===== src/rtl/rps_referee.sv =====
// Rock-paper-scissors referee: judges rounds, keeps scores,
// runs a first-to-WIN_SCORE match and holds results for display.
module rps_referee #(
  parameter int WIN_SCORE     = 3,
  parameter int SCORE_W       = 3,
  parameter int REVEAL_CYCLES = 4
) (
  input  logic               Clk,
  input  logic               Reset,
  input  logic [1:0]         Player_move,
  input  logic               Player_valid,
  input  logic [1:0]         Cpu_move,
  input  logic               New_match,
  output logic               Ready,
  output logic [1:0]         Result,
  output logic               Result_valid,
  output logic [1:0]         Shown_player,
  output logic [1:0]         Shown_cpu,
  output logic [SCORE_W-1:0] Player_score,
  output logic [SCORE_W-1:0] Cpu_score,
  output logic               Match_over,
  output logic               Match_winner,
  output logic               Bad_move
);

  localparam int CNT_W =
    (REVEAL_CYCLES > 1) ? $clog2(REVEAL_CYCLES) : 1;
  localparam logic [SCORE_W-1:0] WIN = SCORE_W'(WIN_SCORE);
  localparam logic [CNT_W-1:0] CNT_LOAD =
    CNT_W'(REVEAL_CYCLES - 1);

  typedef enum logic [1:0] {
    IDLE, JUDGE, REVEAL, OVER
  } state_t;

  state_t             state_q, state_d;
  logic [1:0]         sp_q, sp_d;
  logic [1:0]         sc_q, sc_d;
  logic [1:0]         res_q, res_d;
  logic               rv_q, rv_d;
  logic [SCORE_W-1:0] ps_q, ps_d;
  logic [SCORE_W-1:0] cs_q, cs_d;
  logic [CNT_W-1:0]   cnt_q, cnt_d;
  logic               over_q, over_d;
  logic               win_q, win_d;
  logic               bad_q, bad_d;

  logic [1:0] p_inc, c_inc;
  logic       p_win, c_win;

  // Successor mod 3 on the latched moves
  assign p_inc = (sp_q == 2'd2) ? 2'd0 : sp_q + 2'd1;
  assign c_inc = (sc_q == 2'd2) ? 2'd0 : sc_q + 2'd1;
  assign p_win = (sp_q == c_inc);
  assign c_win = (sc_q == p_inc);

  always_ff @(posedge Clk or negedge Reset) begin
    if (!Reset) begin
      state_q <= IDLE;
      sp_q    <= '0;
      sc_q    <= '0;
      res_q   <= '0;
      rv_q    <= 1'b0;
      ps_q    <= '0;
      cs_q    <= '0;
      cnt_q   <= '0;
      over_q  <= 1'b0;
      win_q   <= 1'b0;
      bad_q   <= 1'b0;
    end else begin
      state_q <= state_d;
      sp_q    <= sp_d;
      sc_q    <= sc_d;
      res_q   <= res_d;
      rv_q    <= rv_d;
      ps_q    <= ps_d;
      cs_q    <= cs_d;
      cnt_q   <= cnt_d;
      over_q  <= over_d;
      win_q   <= win_d;
      bad_q   <= bad_d;
    end
  end

  always_comb begin
    state_d = state_q;
    sp_d    = sp_q;
    sc_d    = sc_q;
    res_d   = res_q;
    rv_d    = 1'b0;
    ps_d    = ps_q;
    cs_d    = cs_q;
    cnt_d   = cnt_q;
    over_d  = over_q;
    win_d   = win_q;
    bad_d   = 1'b0;
    if (New_match) begin
      state_d = IDLE;
      sp_d    = '0;
      sc_d    = '0;
      res_d   = '0;
      ps_d    = '0;
      cs_d    = '0;
      cnt_d   = '0;
      over_d  = 1'b0;
      win_d   = 1'b0;
    end else begin
      unique case (state_q)
        IDLE: begin
          if (Player_valid) begin
            if (Player_move == 2'b11) begin
              bad_d = 1'b1;
            end else begin
              sp_d    = Player_move;
              sc_d    = (Cpu_move == 2'b11) ? 2'b00 : Cpu_move;
              state_d = JUDGE;
            end
          end
        end
        JUDGE: begin
          rv_d    = 1'b1;
          cnt_d   = CNT_LOAD;
          state_d = REVEAL;
          if (p_win) begin
            res_d = 2'b01;
            ps_d  = ps_q + 1'b1;
          end else if (c_win) begin
            res_d = 2'b10;
            cs_d  = cs_q + 1'b1;
          end else begin
            res_d = 2'b11;
          end
        end
        REVEAL: begin
          if (cnt_q == '0) begin
            if (ps_q == WIN || cs_q == WIN) begin
              state_d = OVER;
              over_d  = 1'b1;
              win_d   = (ps_q == WIN);
            end else begin
              state_d = IDLE;
            end
          end else begin
            cnt_d = cnt_q - 1'b1;
          end
        end
        OVER: begin
          state_d = OVER;
        end
        default: begin
          state_d = IDLE;
        end
      endcase
    end
  end

  assign Ready        = (state_q == IDLE);
  assign Result       = res_q;
  assign Result_valid = rv_q;
  assign Shown_player = sp_q;
  assign Shown_cpu    = sc_q;
  assign Player_score = ps_q;
  assign Cpu_score    = cs_q;
  assign Match_over   = over_q;
  assign Match_winner = win_q;
  assign Bad_move     = bad_q;

endmodule


===== config.mk =====
export PLATFORM = sky130hd
export DESIGN_NAME = rps_referee
export DESIGN_NICKNAME = d
export VERILOG_FILES = /design/src/rtl/rps_referee.sv
export SDC_FILE = /design/constraint.sdc
export NUM_CORES = 1
export LEC_CHECK = 0
export CORE_AREA = 2 2 49 51
export DETAILED_ROUTE_END_ITERATION = 7
export DIE_AREA = 0 0 51 53
export GPL_TIMING_DRIVEN = 0
export PLACE_DENSITY = 0.86
export SLEW_MARGIN = 0
export SYNTH_ARGS = -nofsm -noshare
export SYNTH_HDL_FRONTEND = slang
export SYNTH_SLANG_ARGS = --single-unit

===== constraint.sdc =====
create_clock -name Clk -period 3.7 [get_ports Clk]
set_input_delay 0.74 -clock Clk [delete_from_list [all_inputs] [get_ports Clk]]
set_output_delay 0.74 -clock Clk [all_outputs]
set_load 0.01 [all_outputs]

==> flow_results.org <==
** Status
- The flow ran to the end, and the final reports show no timing, DRC or antenna violations.

** Global routing
- The total overflow left after global routing is 0.
- Entering global routing, the biggest net connects 21 pins.
- Antenna violations before repair :: 0
- The via count of the first global-routing pass came to 851.
- Total global-route track usage :: 19.5%
- The first global-routing pass estimated approximately 3.8 mm of wire.

** Cells and area
- Proportion of layout cells with a drive suffix above 1 :: 11.8%
- # nets final :: 150
- 0 antenna diodes ended up in the layout.
- The area growth from synthesis to layout is 30.4%.
- Post-route design area :: 1410 um2

** Worst setup path
- CP startpoint kind :: flop
- Reg-to-Reg Start :: Shown_cpu[1]
- Worst path arrival time :: 1.64 ns
- STA puts the critical path data required time at slightly below 3 ns.
- Critical path endpoint :: Ready
- For the worst flop-to-flop path, the logic depth is 4.
- The critical path is of the flop to output port type.
- Capture instance of the worst register-to-register path :: Player_score[1]
- Across all register-to-register paths, the minimum setup slack is 2.15 ns.
- The most critical setup path has its startpoint at state_q[1].
- Worst Path Max Fanout :: 10
- Critical Path End Type :: output port

** Logic synthesis
- Synth Area in Simple Gates :: 26.7%
- By area, the combinational part of the netlist is dominated by simple AND/OR/NAND/NOR gates.
- EDFF count, synth :: 0
- Of the total synthesized cell area, the portion taken by full adders, half adders and majority gates is 5.81%.
- Largest area contributor in the netlist :: sky130_fd_sc_hd__dfrtp_1
- Counting every instance in the synthesized netlist gives 108.
- The netlist uses 33 different library cells.
- Synthesized netlist net count :: ~120
- Among all flip-flop cells after synthesis, the most frequent one is sky130_fd_sc_hd__dfrtp_1.
- Per-instance average area after synthesis :: 9.97 um2
- Post-synthesis share of cell area spent on xor and xnor gates :: 0.813%
- Synthesis inferred 20 register bits.
- The Yosys step of the flow raised 0 warnings.
- Cell Area, Synth :: 1080 um2
- Summing the areas of all compound-gate instances in the mapped netlist gives 11.4% of the synthesized area.
- Share of the yosys chip area belonging to registers :: 46.5%
- For this run, asynchronously set or reset flops after synthesis account for 100%.
- Portion of synthesized cell area occupied by the leading cell type :: approximately 46%
- Top area cells in the synthesized netlist :: sky130_fd_sc_hd__dfrtp_1, sky130_fd_sc_hd__nor2_1, sky130_fd_sc_hd__ha_1
- Mux contribution to synthesized area :: 5.11%

** Clock network
- Buffer type at the clock tree root :: sky130_fd_sc_hd__clkbuf_4
- The clock passes through at most 2 buffers.
- Number of H-tree levels :: 1
- TritonCTS buffer count :: 3
- Hold-fix buffer count after cts :: 0
- The number of setup buffers added after CTS is 0.
- In this run, post-CTS repair resized a total of 0 instances.
- Reg clk slew, reported paths :: 0.13 ns
- CTS tree :: done
- Number of sinks driven by the clock tree :: 20
- The clock reaches the later pin of the worst-skew pair after 0.32 ns.

** Job
- Max-cap check violation count :: 0

** Pwr
- In this run, the clock network consumes between 30% and 40% of the power.
- Cell area power density :: 370 nW/um2
- For this design the total switching power over the nets is 0.000133 W.
- The worst-case IR drop observed on VDD is 0.239 mV.
- The internal power of the cells totals 0.000387 W.
- Per report_power, the combinational group accounts for 18.7% of the total.
- For this design the static power due to leakage is 0.597 nW.
- Switching part of the total power :: 25.6%
- Of the total power, registers draw between 40% and 50%.

** Detailed routing
- Wire length per cell :: 14.1 um
- After the first detailed-routing iteration, the DRC count stood at 10.
- Once detail routing completed, the nets flagged for antenna violations numbered 0.
- Dividing the detail-routed via count by the number of cells gives around 5.3.
- First-pass iteration count of the detailed router :: 4
- Detailed routing inserted a total of between 800 and 900 vias.
- After detailed routing, the total wire length is 2.32 mm.
- DRC violations left :: 0

** Floorplan
- Width of the chip :: 51 um
- The initial utilization of the core area, before any placement, comes to 50.1%.
- In this run the core area contains 17 standard-cell rows.
- The core region is 2150 um2.
- Top Ports :: 25
- Measured along the y axis, the die boundary spans 53 um.
- Floorplan die area :: 2700 um2

** STA
- Worst Tran Pin Value :: 0.907 ns
- Derived from the worst setup path, the maximum achievable clock frequency is between 400 and 500 MHz.
- Post-route clock period utilization :: approximately 64%
- The worst path needs 2.38 ns of the cycle, external delays included.
- The count of final max-slew check failures was 0.
- Worst Skew :: 0.0163 ns
- Final hold violations :: 0
- Setup TNS :: 0 ns
- Setup repair after global routing left no endpoint under its margin.
- Max-slew headroom at the worst pin :: 39.3%
- Number of setup violations in the final report :: 0

** Placed design
- Routability congestion estimate from global placement :: 0.786
- The wire-length estimate of the detail-placed layout is 1.74 mm.
- Quantity of I/O buffers inserted on ports :: 24
- In this run the cell area measured after placement is 1350 um2.

** Min path
- In this run the worst hold path is classified as flop to flop.
==> power by group through the flow <==
stage	clock (W)	sequential [W]	combinational (W)
after floorplan	0	0.000245	0.0000547
after global placement	0	0.000243	0.0000925
after detailed placement	0	0.000244	0.0000977
after CTS	0.000185	0.000240	0.0000983
after global routing	0.000195	0.000243	0.000107
final	0.000183	0.000240	0.0000973
==> cell usage in the layout, fill, tap and decap left out, drive strengths merged, types with 4 or more instances in the layout <==
cell / count
dfrtp: 20
clkbuf: 4
nor2: 21
inv: 6
a21oi: 7
nand2b: 6
ha: 5
o21ai: 6
mux2i: 4
clkdlybuf4s50: 24
==> worst min-delay path by stage <==
stage,from,endpoint,slack (ns),depth (start not counted)
detailed placement,Match_over,Match_over,0.51,2
global route,Match_over,Match_over,0.55,2
finish,Match_over,Match_over,0.53,2
CTS,Match_over,Match_over,0.53,2
global placement,Result[1],Result[1],0.50,2
floorplan,Reset,Bad_move,0.44,0
==> metal layers <==
| layer | up-vias | GRT usage (%) | part of all wire (%) |
|---|---|---|---|
| met5 | - | 0 | 0 |
| met4 | 0 | 8.11 | 1.5 |
| met3 | 3 | 3.11 | 3.2 |
| met2 | 16 | 35.1 | 53 |
| met1 | 428 | 23.0 | 42 |
| li1 | 429 | - | - |
==> kinds of logic (layout without fill, tap and decap cells) <==
group	Yosys count	in the layout
simple gates	48	48
flops	20	20
compound gates	19	19
buf+inv	10	38
fa+ha+maj	5	5
mux	5	5
xor+xnor	1	1
==> state kept, by name (all words and copies together), names as in the netlist <==
register	cells
Match_winner	1
Result_valid	1
Bad_move	1
state_q	2
Player_score	3
Shown_cpu	2
Match_over	1
cnt_q	2
Cpu_score	3
Result	2
Shown_player	2
==> per-stage QoR <==
step	worst slack, ns	total power [W]	std cells	hold slack, ns	utilization (%)
2_1_floorplan	2.19	0.000300	108	0.444	-
3_3_place_gp	1.38	0.000336	160	0.504	63.0
3_5_place_dp	1.35	0.000342	160	0.514	63.0
4_1_cts	1.32	0.000524	164	0.532	65.4
5_1_grt	1.23	0.000545	164	0.555	65.4
6_report	1.32	0.000520	164	0.529	65.4
==> cell type report <==
| class | count | area [um2] |
|---|---|---|
| Multi-Input combinational cell | 78 | 537 |
| Clock inverter | 1 | 30.0 |
| Timing Repair Buffer | 24 | 240 |
| Tap cell | 28 | 35.0 |
| Sequential cell | 20 | 500 |
| Clock buffer | 3 | 22.5 |
| Fill cell | 176 | 743 |
| Inverter | 6 | 22.5 |
| Buffer | 4 | 17.5 |
==> cell usage after synthesis (3+ instances only) <==
library cell / instances
sky130_fd_sc_hd__nand3b_1: 3
sky130_fd_sc_hd__nand2b_1: 5
sky130_fd_sc_hd__mux2i_1: 4
sky130_fd_sc_hd__a21oi_1: 7
sky130_fd_sc_hd__nor2b_1: 3
sky130_fd_sc_hd__nor3_1: 3
sky130_fd_sc_hd__nor2_1: 19
sky130_fd_sc_hd__ha_1: 5
sky130_fd_sc_hd__dfrtp_1: 20
sky130_fd_sc_hd__inv_1: 5
sky130_fd_sc_hd__o21ai_0: 6
==> critical path: stages (launching register included) <==
cell and delay, ns:
sky130_fd_sc_hd__dfrtp_1 0.47, sky130_fd_sc_hd__buf_2 0.21, sky130_fd_sc_hd__nor2_1 0.11, sky130_fd_sc_hd__clkdlybuf4s50_1 0.53
No activity file was read; power rests on OpenSTA's default activity.
